<file path="src/rtl/lsu_dm_port.sv">
// lsu_dm_port -- load/store unit, processor-side initiator for the data memory.
//
// Turns one core load/store request into a single byte-enabled word access.
// Store data is lane-replicated. Load data is shifted down to bit 0 and then
// sign- or zero-extended. The core is stalled while the access is in flight.
//
// FSM: IDLE -> ACCESS -> RESP. An illegal request goes straight to RESP with
// the error flag set and never touches memory. A request is accepted in IDLE
// or RESP, so back-to-back accesses complete one every two cycles.
//
// Optional feature macro: LSU_MISALIGN_TRAP_EN
//   defined   : misaligned H/W accesses are rejected (err=1, no memory cycle)
//   undefined : misaligned H/W accesses are aligned down and performed normally
//
// Ports
//   clk_i, rst_n_i   clock (rising edge), asynchronous active-low reset
//   lsu_req_i        core access request
//   lsu_we_i         1 = store, 0 = load
//   lsu_size_i       RV32I funct3 (B, H, W, BU, HU)
//   lsu_addr_i       byte address
//   lsu_data_i       right-aligned store data
//   lsu_stall_o      core must hold its pipeline
//   lsu_valid_o      one-cycle completion pulse
//   lsu_data_o       extended load result (0 for stores / when not valid)
//   lsu_err_o        illegal size or misaligned (with valid)
//   mem_addr_o       word address to memory
//   mem_be_o         byte-lane enables
//   mem_wd_o         lane-replicated write data
//   mem_we_o         write strobe (one cycle)
//   mem_rd_i         read word, combinational from mem_addr_o
module lsu_dm_port #(
  parameter int ADDR_W = 32,
  parameter int DATA_W = 32
) (
  input  logic              clk_i,
  input  logic              rst_n_i,
  input  logic              lsu_req_i,
  input  logic              lsu_we_i,
  input  logic [2:0]        lsu_size_i,
  input  logic [ADDR_W-1:0] lsu_addr_i,
  input  logic [DATA_W-1:0] lsu_data_i,
  output logic              lsu_stall_o,
  output logic              lsu_valid_o,
  output logic [DATA_W-1:0] lsu_data_o,
  output logic              lsu_err_o,
  output logic [ADDR_W-1:0] mem_addr_o,
  output logic [3:0]        mem_be_o,
  output logic [DATA_W-1:0] mem_wd_o,
  output logic              mem_we_o,
  input  logic [DATA_W-1:0] mem_rd_i
);

  typedef enum logic [1:0] {
    IDLE   = 2'b00,
    ACCESS = 2'b01,
    RESP   = 2'b10
  } state_t;

  state_t state_q, state_d;

  // Request captured on accept (stage 1) and the response (stage 2).
  logic [ADDR_W-1:0] addr_p1;
  logic [2:0]        size_p1;
  logic              we_p1;
  logic [DATA_W-1:0] wdat_p1;
  logic [DATA_W-1:0] rslt_p2;
  logic              err_p2;

  logic              accept;
  logic              in_access;
  logic              size_ok;
  logic              misaligned;
  logic              req_bad;

  // Aligns H down to a halfword and W down to a word boundary.
  function automatic logic [ADDR_W-1:0] legalize(input logic [ADDR_W-1:0] a,
                                                 input logic [2:0] sz);
    logic [ADDR_W-1:0] r;
    r = a;
    if (sz[1:0] == 2'b01) r[0] = 1'b0;
    if (sz[1:0] == 2'b10) r[1:0] = 2'b00;
    return r;
  endfunction

  function automatic logic [3:0] lane_be(input logic [2:0] sz, input logic [1:0] off);
    logic [3:0] be;
    case (sz[1:0])
      2'b00:   be = 4'b0001 << off;
      2'b01:   be = off[1] ? 4'b1100 : 4'b0011;
      default: be = 4'b1111;
    endcase
    return be;
  endfunction

  function automatic logic [DATA_W-1:0] lane_wd(input logic [2:0] sz,
                                               input logic [DATA_W-1:0] d);
    logic [DATA_W-1:0] wd;
    case (sz[1:0])
      2'b00:   wd = {4{d[7:0]}};
      2'b01:   wd = {2{d[15:0]}};
      default: wd = d;
    endcase
    return wd;
  endfunction

  // Shift the addressed bytes down to bit 0, then extend by funct3.
  function automatic logic [DATA_W-1:0] load_ext(input logic [DATA_W-1:0] word,
                                                input logic [2:0] sz,
                                                input logic [1:0] off);
    logic [DATA_W-1:0] sh;
    logic signed [7:0]  sb;
    logic signed [15:0] shw;
    logic signed [DATA_W-1:0] ext;
    sh  = word >> {off, 3'b000};
    sb  = sh[7:0];
    shw = sh[15:0];
    case (sz)
      3'b000:  ext = DATA_W'(sb);
      3'b001:  ext = DATA_W'(shw);
      3'b100:  ext = {24'd0, sh[7:0]};
      3'b101:  ext = {16'd0, sh[15:0]};
      default: ext = sh;
    endcase
    return ext;
  endfunction

  always_comb begin
    size_ok = (lsu_size_i == 3'b000) || (lsu_size_i == 3'b001) ||
              (lsu_size_i == 3'b010) || (lsu_size_i == 3'b100) ||
              (lsu_size_i == 3'b101);
    misaligned = ((lsu_size_i[1:0] == 2'b01) && lsu_addr_i[0]) ||
                 ((lsu_size_i[1:0] == 2'b10) && (lsu_addr_i[1:0] != 2'b00));
`ifdef LSU_MISALIGN_TRAP_EN
    req_bad = !size_ok || misaligned;
`else
    req_bad = !size_ok;
`endif
  end

  assign in_access = (state_q == ACCESS);
  assign accept    = lsu_req_i && !in_access;

  always_comb begin
    state_d = state_q;
    case (state_q)
      IDLE, RESP: begin
        if (accept) state_d = req_bad ? RESP : ACCESS;
        else        state_d = IDLE;
      end
      ACCESS:  state_d = RESP;
      default: state_d = IDLE;
    endcase
  end

  always_ff @(posedge clk_i or negedge rst_n_i) begin
    if (!rst_n_i) state_q <= IDLE;
    else          state_q <= state_d;
  end

  // Stage 1: capture the request on accept.
  always_ff @(posedge clk_i or negedge rst_n_i) begin
    if (!rst_n_i) begin
      addr_p1 <= '0;
      size_p1 <= '0;
      we_p1   <= 1'b0;
      wdat_p1 <= '0;
    end else if (accept) begin
      addr_p1 <= legalize(lsu_addr_i, lsu_size_i);
      size_p1 <= lsu_size_i;
      we_p1   <= lsu_we_i;
      wdat_p1 <= lsu_data_i;
    end
  end

  // Stage 2: response; an illegal accept writes the error result directly.
  always_ff @(posedge clk_i or negedge rst_n_i) begin
    if (!rst_n_i) begin
      rslt_p2 <= '0;
      err_p2  <= 1'b0;
    end else if (in_access) begin
      rslt_p2 <= we_p1 ? '0 : load_ext(mem_rd_i, size_p1, addr_p1[1:0]);
      err_p2  <= 1'b0;
    end else if (accept) begin
      rslt_p2 <= '0;
      err_p2  <= req_bad;
    end
  end

  always_comb begin
    mem_addr_o  = '0;
    mem_be_o    = '0;
    mem_wd_o    = '0;
    mem_we_o    = 1'b0;
    if (in_access) begin
      mem_addr_o = {addr_p1[ADDR_W-1:2], 2'b00};
      mem_be_o   = lane_be(size_p1, addr_p1[1:0]);
      mem_wd_o   = lane_wd(size_p1, wdat_p1);
      mem_we_o   = we_p1;
    end
    lsu_valid_o = (state_q == RESP);
    lsu_data_o  = lsu_valid_o ? rslt_p2 : '0;
    lsu_err_o   = lsu_valid_o ? err_p2  : 1'b0;
    // Gated by reset so every output reads 0 while reset is held.
    lsu_stall_o = rst_n_i && ((lsu_req_i && !in_access) || in_access);
  end

endmodule

</file>
<file path="config.mk">
export PLATFORM = sky130hd
export DESIGN_NAME = lsu_dm_port
export DESIGN_NICKNAME = d
export VERILOG_FILES = /design/src/rtl/lsu_dm_port.sv
export SDC_FILE = /design/constraint.sdc
export NUM_CORES = 1
export LEC_CHECK = 0
export ABC_AREA = 1
export CAP_MARGIN = 20
export CELL_PAD_IN_SITES_DETAIL_PLACEMENT = 0
export CELL_PAD_IN_SITES_GLOBAL_PLACEMENT = 1
export CORE_MARGIN = 2
export CORE_UTILIZATION = 31
export CTS_CLUSTER_DIAMETER = 120
export DETAILED_ROUTE_END_ITERATION = 12
export PLACE_DENSITY_LB_ADDON = 0.1
export SLEW_MARGIN = 20
export SYNTH_ARGS = -nofsm -noshare
export SYNTH_HDL_FRONTEND = slang
export SYNTH_SLANG_ARGS = --single-unit
</file>
<file path="constraint.sdc">
create_clock -name clk_i -period 1.6 [get_ports clk_i]
set_input_delay 0.16 -clock clk_i [delete_from_list [all_inputs] [get_ports clk_i]]
set_output_delay 0.16 -clock clk_i [all_outputs]
set_load 0.1 [all_outputs]
</file>
---- After elaboration in Yosys (flattened, before gate mapping) ----
Index checks and enable logic that the tools add are counted.
W data, S select, Z words.
operators by class
  equality and inequality tests ........... 12
  shifts and indexed selects .............. 2
  muxes and demuxes ....................... 20
  reductions and logical operators ........ 15
operator list
  cell                   number
  $mux W32               6
  $pmux W32 S4           1
  $pmux W32 S2           1
  $shr A32 B5 Y32        1
  $eq A3 B3 Y1 const B   4
  $mux W4                2
  $pmux W4 S2            1
  $eq A2 B1 Y1 const B   3
  $eq A3 B1 Y1 const B   2
  $logic_not A3 Y1       2
  $mux W2                3
  $logic_or A1 B1 Y1     5
  $mux W1                5
  $eq A2 B2 Y1 const B   2
  $logic_not A2 Y1       2
  $pmux W2 S2            1
  $shl A1 B2 Y4 const A  1
  $eq A3 B2 Y1 const B   1
  $logic_and A1 B1 Y1    2
  $logic_not A1 Y1       2
  $reduce_bool A2 Y1     1
  $reduce_or A2 Y1       1
storage, ports and cells
  register bits ........................... 103
  output and inout bits ................... 104
  logic and storage cells ................. 56

---- Depth between registers and ports, before layout ----
Gate-level depths: netlist of run 1.
  depth after elaboration ................. 8
  depth in mapped cells ................... 9
  gate-level depth less buffers ........... 7

---- Worst setup path after synthesis of run 1 ----
OpenSTA, ideal clock, no wires.
  path type ............................... register to output
  start ................................... register state_q[0]
  end ..................................... output lsu_data_o[10]
  arrival time ............................ 3547 ps
  data required time ...................... 1440 ps
  setup slack ............................. -2107 ps
  cell stages (with the launch flop) ...... 5
  path buffers ............................ 1
  cells stage by stage .................... dfrtp_1 > nor2_1 > inv_1 > buf_1 > nor2_1
on the way
  longest elaborated chain between the ends .. 2
ends and longest elaborated chain
  item                    line  RTL
  from (decl)             59    state_t state_q, state_d;
  from (signal assigned)  157   else state_q <= state_d;
  $eq A2 B2 Y1            200   lsu_valid_o = (state_q == RESP);
  via lsu_valid_o         43    output logic lsu_valid_o,
  $mux W32                201   lsu_data_o = lsu_valid_o ? rslt_p2 : '0;
  to (decl)               44    output logic [DATA_W-1:0] lsu_data_o,
The timed path passes the listed nets, and every way through them passes these cells.

---- Final worst setup path of run 1 ----
  start ................................... register state_q[0]
  end ..................................... output lsu_data_o[10]
on the way
  longest elaborated chain between the ends .. 2
ends and longest elaborated chain
  item          line
  $eq A2 B2 Y1  200
  $mux W32      201
No other way between the ends.

==> flow_summary.json, run 1 <==
{
  "outcome": "finished, violations left",
  "violations": "setup timing",
  "ys_types": 27,
  "holdCritStartpoint": "lsu_data_i[20]",
  "place_hpwl_mm": 13.9,
  "cp_top_family": "buffers and inverters",
  "core_region_area_um2": 17300,
  "h-tree-depth": 3,
  "finalWorstSetupSlack_ns": -0.225,
  "hold_slack_ns": 0.339,
  "whs_path_depth": 3,
  "syn_inst": 772,
  "cp-start-kind": "flop",
  "ys_ff_latch": 103,
  "power_mw": 10.2,
  "layout.nets": 1118,
  "holdPathEnd": "wdat_p1[20]",
  "die_x_um": 137,
  "crit_chain": "buf_4 > nor2_4 > inv_6 > buf_12 > nor2_4 > buf_12",
  "cp_data_arrival_time_ns": 1.66,
  "critPathMaxFanout": 6,
  "dr.pass1.iters": 5,
  "grt_pass1_wl_mm": 31.7,
  "rrSetupSlack_ns": -0.20,
  "grt_max_degree": 104,
  "cts_buffer_depth": 2,
  "synth.area.top_cells": "dfrtp_1, nand2_1, nor2_1",
  "powerDensity_nw_per_um2": 910,
  "rows": 48,
  "clkSinkCount": 103,
  "grt_use_total_pct": 22.0,
  "wl_mm": 20.7,
  "finalCritPeriodShare_pct": 114,
  "r2r-end": "state_q[0]",
  "ir_drop_mv": 0.556,
  "yosys.area.top_type_share_pct": 47.1,
  "grt_overflow": 0,
  "postLayoutCellArea_um2": 11200,
  "netlist_area_um2": 5470,
  "n_fill_cell": 1381,
  "cts-root-buf": "clkbuf_16",
  "drive_gt1_share_pct": 34.9,
  "die_h_um": 137,
  "place_congestion": 0.860,
  "ant_nets": 0,
  "drc_errors": 0,
  "via_per_inst": 4.82,
  "reg2regPathDepth": 10,
  "slew_viol_final": 0,
  "antenna_found_initial": 0,
  "dieArea_um2": 18700,
  "io_pins": 207,
  "ys_warn_count": 0,
  "place_area_um2": 9760,
  "setup-violations-final": 171,
  "fin_crit_ns": 1.82,
  "cts_buffers": 9,
  "post_drt_wl_per_cell_um": 16.6,
  "area_growth_pct": 104,
  "num_antenna_cells": 0,
  "slew_headroom_pct": 61.2,
  "synth_area_leader_cell": "dfrtp_1",
  "grt_pass1_vias": 6173,
  "start_util_pct": 31.6,
  "vias": 6007,
  "syn_avg_cell_area_um2": 7.09,
  "p_leak_nw": 4.75,
  "clock_latency_ns": 0.36,
  "hold_class": "in -> reg",
  "worstSetupEndpointType": "primary output",
  "rr_startpoint": "state_q[0]",
  "clk_pin_slew_ns": 0.08,
  "yosysSeqAreaShare_pct": 47.1,
  "fmax_mhz": 548,
  "cp.required_ns": 1.44,
  "critPathKind": "reg -> out",
  "drt-initial-drc-count": 267,
  "numPortBuffers": 204,
  "crit_path_max_incr_delay_ns": 0.39,
  "hold_violations": 0,
  "cts_tree": "yes",
  "finClkSkew_ns": 0.0108,
  "worst-path-buf-inv": 4,
  "rsz0062_at_grt": "yes",
  "worst_pin_slew_ns": 0.581,
  "drv_cap": 0,
  "crit_slowest_cell": "dfrtp_1"
}
-- state kept, by name (all words and copies together) (netlist names) --
| name | cells |
|---|---|
| addr_p1 | 32 |
| err_p2 | 1 |
| rslt_p2 | 32 |
| size_p1 | 3 |
| state_q | 2 |
| wdat_p1 | 32 |
| we_p1 | 1 |
-- per-stage QoR --
step | setup WS (ns) | util (%) | TNS, ns | instances
after floorplan | -0.481 | - | -12.23 | 773
after CTS | -0.203 | 63.1 | -15.40 | 1236
after detailed placement | 0.0619 | 56.4 | 0 | 1185
after global routing | -0.276 | 64.6 | -35.00 | 1245
final | -0.225 | 64.6 | -25.70 | 1245
after global placement | 0.0806 | 56.4 | 0 | 1185
-- worst reg2reg max path: cells and delay by family, from the launching register on --
| kind | cells | cell delay (ns) |
|---|---|---|
| buffers and inverters | 6 | 0.86 |
| AND/OR/NAND/NOR | 4 | 0.47 |
| flip-flops | 1 | 0.39 |
-- Yosys cell counts, drive strengths merged --
cell,number
dfrtp,103
o21ai,79
o211ai,7
nor3,2
o31ai,1
clkbuf,9
nor2,102
clkinv,1
o21a,1
inv,85
buf,39
nand2,266
a21oi,28
nand3,39
o22ai,9
conb,1
-- per-layer routing --
| layer | global-route usage, % | share of wire [%] | up-vias |
|---|---|---|---|
| met5 | 0 | 0 | - |
| met4 | 6.59 | 1.7 | 0 |
| met3 | 5.93 | 6.7 | 20 |
| met2 | 37.1 | 50 | 200 |
| met1 | 27.6 | 42 | 2901 |
| li1 | - | - | 2886 |
-- worst max-delay path by stage --
stage	startpoint	depth (start not counted)	to	slack [ns]
2_1_floorplan	state_q[0]	3	lsu_data_o[0]	-0.48
3_3_place_gp	state_q[1]	7	mem_wd_o[8]	0.08
3_5_place_dp	state_q[1]	7	mem_wd_o[24]	0.06
4_1_cts	state_q[1]	7	mem_wd_o[6]	-0.20
5_1_grt	state_q[0]	10	addr_p1[0]	-0.28
6_report	state_q[0]	6	lsu_data_o[10]	-0.22
-- report_power, final --
| group | switching (mW) | internal, mW | leakage (nW) |
|---|---|---|---|
| Clock | 1.06 | 1.08 | 0.136 |
| Combinational | 3.00 | 1.86 | 3.31 |
| Sequential | 0.230 | 2.92 | 1.31 |
| Total | 4.29 | 5.87 | 4.75 |
-- area by class of cell --
type / count / area, um^2 / area share (%)
Clock inverter: 6 / 53.8 / 0.482
Inverter: 86 / 387 / 3.46
Tap cell: 225 / 282 / 2.52
Sequential cell: 103 / 2580 / 23.1
Multi-Input combinational cell: 539 / 3510 / 31.4
Clock buffer: 10 / 229 / 2.05
Timing Repair Buffer: 274 / 4100 / 36.7
Timing Repair inverter: 2 / 25.0 / 0.224
-- placed cells by master, fill, tap and decap left out, types with 4 or more instances in the layout --
cell / netlist / routed
a21oi_4: 0 / 12
buf_16: 0 / 13
nand3_4: 2 / 4
dfrtp_1: 103 / 100
nor2_4: 2 / 96
o21ai_1: 25 / 26
buf_12: 0 / 116
o22ai_4: 0 / 4
inv_6: 0 / 4
o21ai_4: 0 / 8
a21oi_1: 28 / 16
nor2_2: 1 / 5
nand2_8: 0 / 5
inv_1: 79 / 75
buf_6: 3 / 10
nand3_1: 37 / 35
o21ai_0: 54 / 35
nand2_1: 263 / 260
clkbuf_16: 0 / 11
clkdlybuf4s50_1: 0 / 101
buf_4: 4 / 30
o211ai_1: 7 / 7
o21ai_2: 0 / 10
-- timing repair --
action                     in CTS  in global routing
gates resized for setup        92                 32
buffers inserted               26                  6
pin swaps                      24                 18
gates cloned                   12                  5
hold buffers                    1                  0
setup endpoints to repair     100                191
hold endpoints to repair      103                  0
-- cells by family (layout without fill, tap and decap cells) --
kind of cell / after synthesis / in the layout / share of synthesized area [%]
AOI/OAI and AO/OA: 125 / 125 / 12.1
and+or+nand+nor: 409 / 412 / 30.1
other: 1 / 2 / 0.0685
DFF: 103 / 103 / 47.1
buffers and inverters: 134 / 378 / 10.7
Note: power is estimated with default switching activity, not from simulation.
==> inputs of run 2 (changes only) <==
--- a/config.mk
+++ b/config.mk
@@ -6,11 +6,12 @@
 export NUM_CORES = 1
 export LEC_CHECK = 0
 export ABC_AREA = 1
+export ABC_CLOCK_PERIOD_IN_PS = 1500
 export CAP_MARGIN = 20
 export CELL_PAD_IN_SITES_DETAIL_PLACEMENT = 0
 export CELL_PAD_IN_SITES_GLOBAL_PLACEMENT = 1
 export CORE_MARGIN = 2
-export CORE_UTILIZATION = 31
+export CORE_UTILIZATION = 28
 export CTS_CLUSTER_DIAMETER = 120
 export DETAILED_ROUTE_END_ITERATION = 12
 export PLACE_DENSITY_LB_ADDON = 0.1
==> constraint.sdc (replaced) <==
create_clock -name clk_i -period 1.5 [get_ports clk_i]
set_input_delay 0.15 -clock clk_i [delete_from_list [all_inputs] [get_ports clk_i]]
set_output_delay 0.15 -clock clk_i [all_outputs]
set_load 0.1 [all_outputs]
==> flow_summary.json, run 2 (same netlist as run 1, synthesis figures left out) <==
{
  "power_mw": 11.7,
  "h-tree-depth": 3,
  "hold_violations": 0,
  "fin_crit_ns": 1.79,
  "n_fill_cell": 1598,
  "cp.required_ns": 1.35,
  "worstSetupEndpointType": "primary output",
  "final_cell_mix": "nand2_1, buf_12, clkdlybuf4s50_1",
  "ant_nets": 0,
  "numPortBuffers": 204,
  "core_region_area_um2": 19300,
  "grt_max_degree": 63,
  "area_growth_pct": 124,
  "cp-start-kind": "flop",
  "p_leak_nw": 5.16,
  "vias": 5982,
  "slew_headroom_pct": 63.3,
  "outcome": "finished, violations left",
  "clkSinkCount": 103,
  "drc_errors": 0,
  "postLayoutCellArea_um2": 12300,
  "setup-violations-final": 187,
  "preCtsSetupSlack_ns": 0.0137,
  "regArea_um2": 2580,
  "clock_latency_ns": 0.35,
  "rsz0062_at_grt": "yes",
  "finalWorstSetupSlack_ns": -0.294,
  "drt-initial-drc-count": 262,
  "worst_pin_slew_ns": 0.545,
  "place_area_um2": 10100,
  "io_pins": 207,
  "clk_pin_slew_ns": 0.07,
  "finClkSkew_ns": 0.00474,
  "slew_viol_final": 0,
  "drv_cap": 0,
  "critPathKind": "reg -> out",
  "reg2regPathDepth": 8,
  "tns_ns": -33.89,
  "grt_pass1_wl_mm": 30.8,
  "ir_drop_mv": 0.662,
  "grt_use_total_pct": 19.4,
  "hold_class": "in -> reg",
  "wl_mm": 22.2,
  "violations": "setup timing",
  "die_h_um": 144,
  "powerDensity_nw_per_um2": 955,
  "cp_data_arrival_time_ns": 1.64,
  "place_hpwl_mm": 14.0,
  "die_x_um": 144,
  "grt_overflow": 0,
  "cts-root-buf": "clkbuf_16",
  "rows": 51,
  "layout.nets": 1140,
  "final_common_cell": "nand2_1",
  "grt_pass1_vias": 5897,
  "via_per_inst": 4.58,
  "start_util_pct": 28.3,
  "critPathMaxFanout": 11,
  "cts_buffer_depth": 2,
  "post_drt_wl_per_cell_um": 17.0,
  "finalCritPeriodShare_pct": 120,
  "place_congestion": 0.763,
  "cts_tree": "yes",
  "whs_path_depth": 3,
  "reg.largest.list": "addr_p1 x32, rslt_p2 x32, wdat_p1 x32",
  "antenna_found_initial": 1,
  "dr.pass1.iters": 4,
  "cts_buffers": 9,
  "fmax_mhz": 557,
  "utilization_pct": 63.4,
  "dieArea_um2": 20700,
  "multi_input_area_um2": 4120,
  "drive_gt1_share_pct": 48.2
}
## run 2: changes by cell type in the layout (fill, tap and decap cells not counted), sizes merged
cell,delta
buf,+14
bufinv,+2
clkbuf,+12
clkinv,-2
diode,+1
inv,-4
nand2,-1
## run 2: path summary, 6_finish.rpt
kind | end | slack [ns] | from
setup / recovery | lsu_data_o[11] | -0.29 | state_q[0]
min in group asynchronous | rslt_p2[5] | 0.39 | rst_n_i
hold reg to reg | rslt_p2[22] | 0.48 | rslt_p2[22]
hold / removal | wdat_p1[12] | 0.34 | lsu_data_i[12]
setup reg to reg | wdat_p1[4] | -0.22 | state_q[0]
max in group asynchronous | state_q[0] | 0.58 | rst_n_i
## run 2: layout make-up
| type | count | share of cell area (%) |
|---|---|---|
| Antenna cell | 1 | 0.0204 |
| Clock buffer | 12 | 2.01 |
| Clock inverter | 3 | 0.551 |
| Inverter | 86 | 3.16 |
| Multi-Input combinational cell | 538 | 33.6 |
| Sequential cell | 103 | 21.1 |
| Tap cell | 265 | 2.70 |
| Timing Repair Buffer | 298 | 36.8 |
| Timing Repair inverter | 1 | 0.0918 |
## run 2: critical path, cell delays in order (launching register included)
cell and delay (ns):
dfrtp_2 0.45, buf_6 0.13, nor2_4 0.15, inv_8 0.08, buf_12 0.17, nor2_4 0.13
buf_12 0.18
## run 2: stage by stage
step                cells  hold WS (ns)
global placement     1233         0.256
floorplan             773        -0.146
CTS                  1271         0.318
global route         1307         0.349
finish               1307         0.343
detailed placement   1233         0.245
## run 2: per-layer routing
| metal | share of wire, % | vias to the layer above | global-route usage [%] |
|---|---|---|---|
| met4 | 1.3 | 0 | 5.62 |
| met3 | 5.5 | 18 | 4.40 |
| li1 | - | 2950 | - |
| met5 | 0 | - | 0 |
| met2 | 51 | 152 | 33.0 |
| met1 | 42 | 2862 | 24.6 |
## run 2: what timing repair did
item | in CTS | in global routing
pin swaps | 17 | 56
endpoints found under the setup margin | 102 | 201
endpoints found under the hold margin | 103 | 0
gates resized for setup | 53 | 258
buffers inserted | 20 | 18
cloned | 3 | 20
hold buffers | 1 | 0
## run 2: power by group
part	leakage [nW]	internal [mW]	total, mW	switching, mW
sequential	1.31	3.12	3.38	0.256
clock	0.149	1.50	2.59	1.09
combinational	3.71	2.28	5.75	3.46
total	5.16	6.90	11.7	4.81
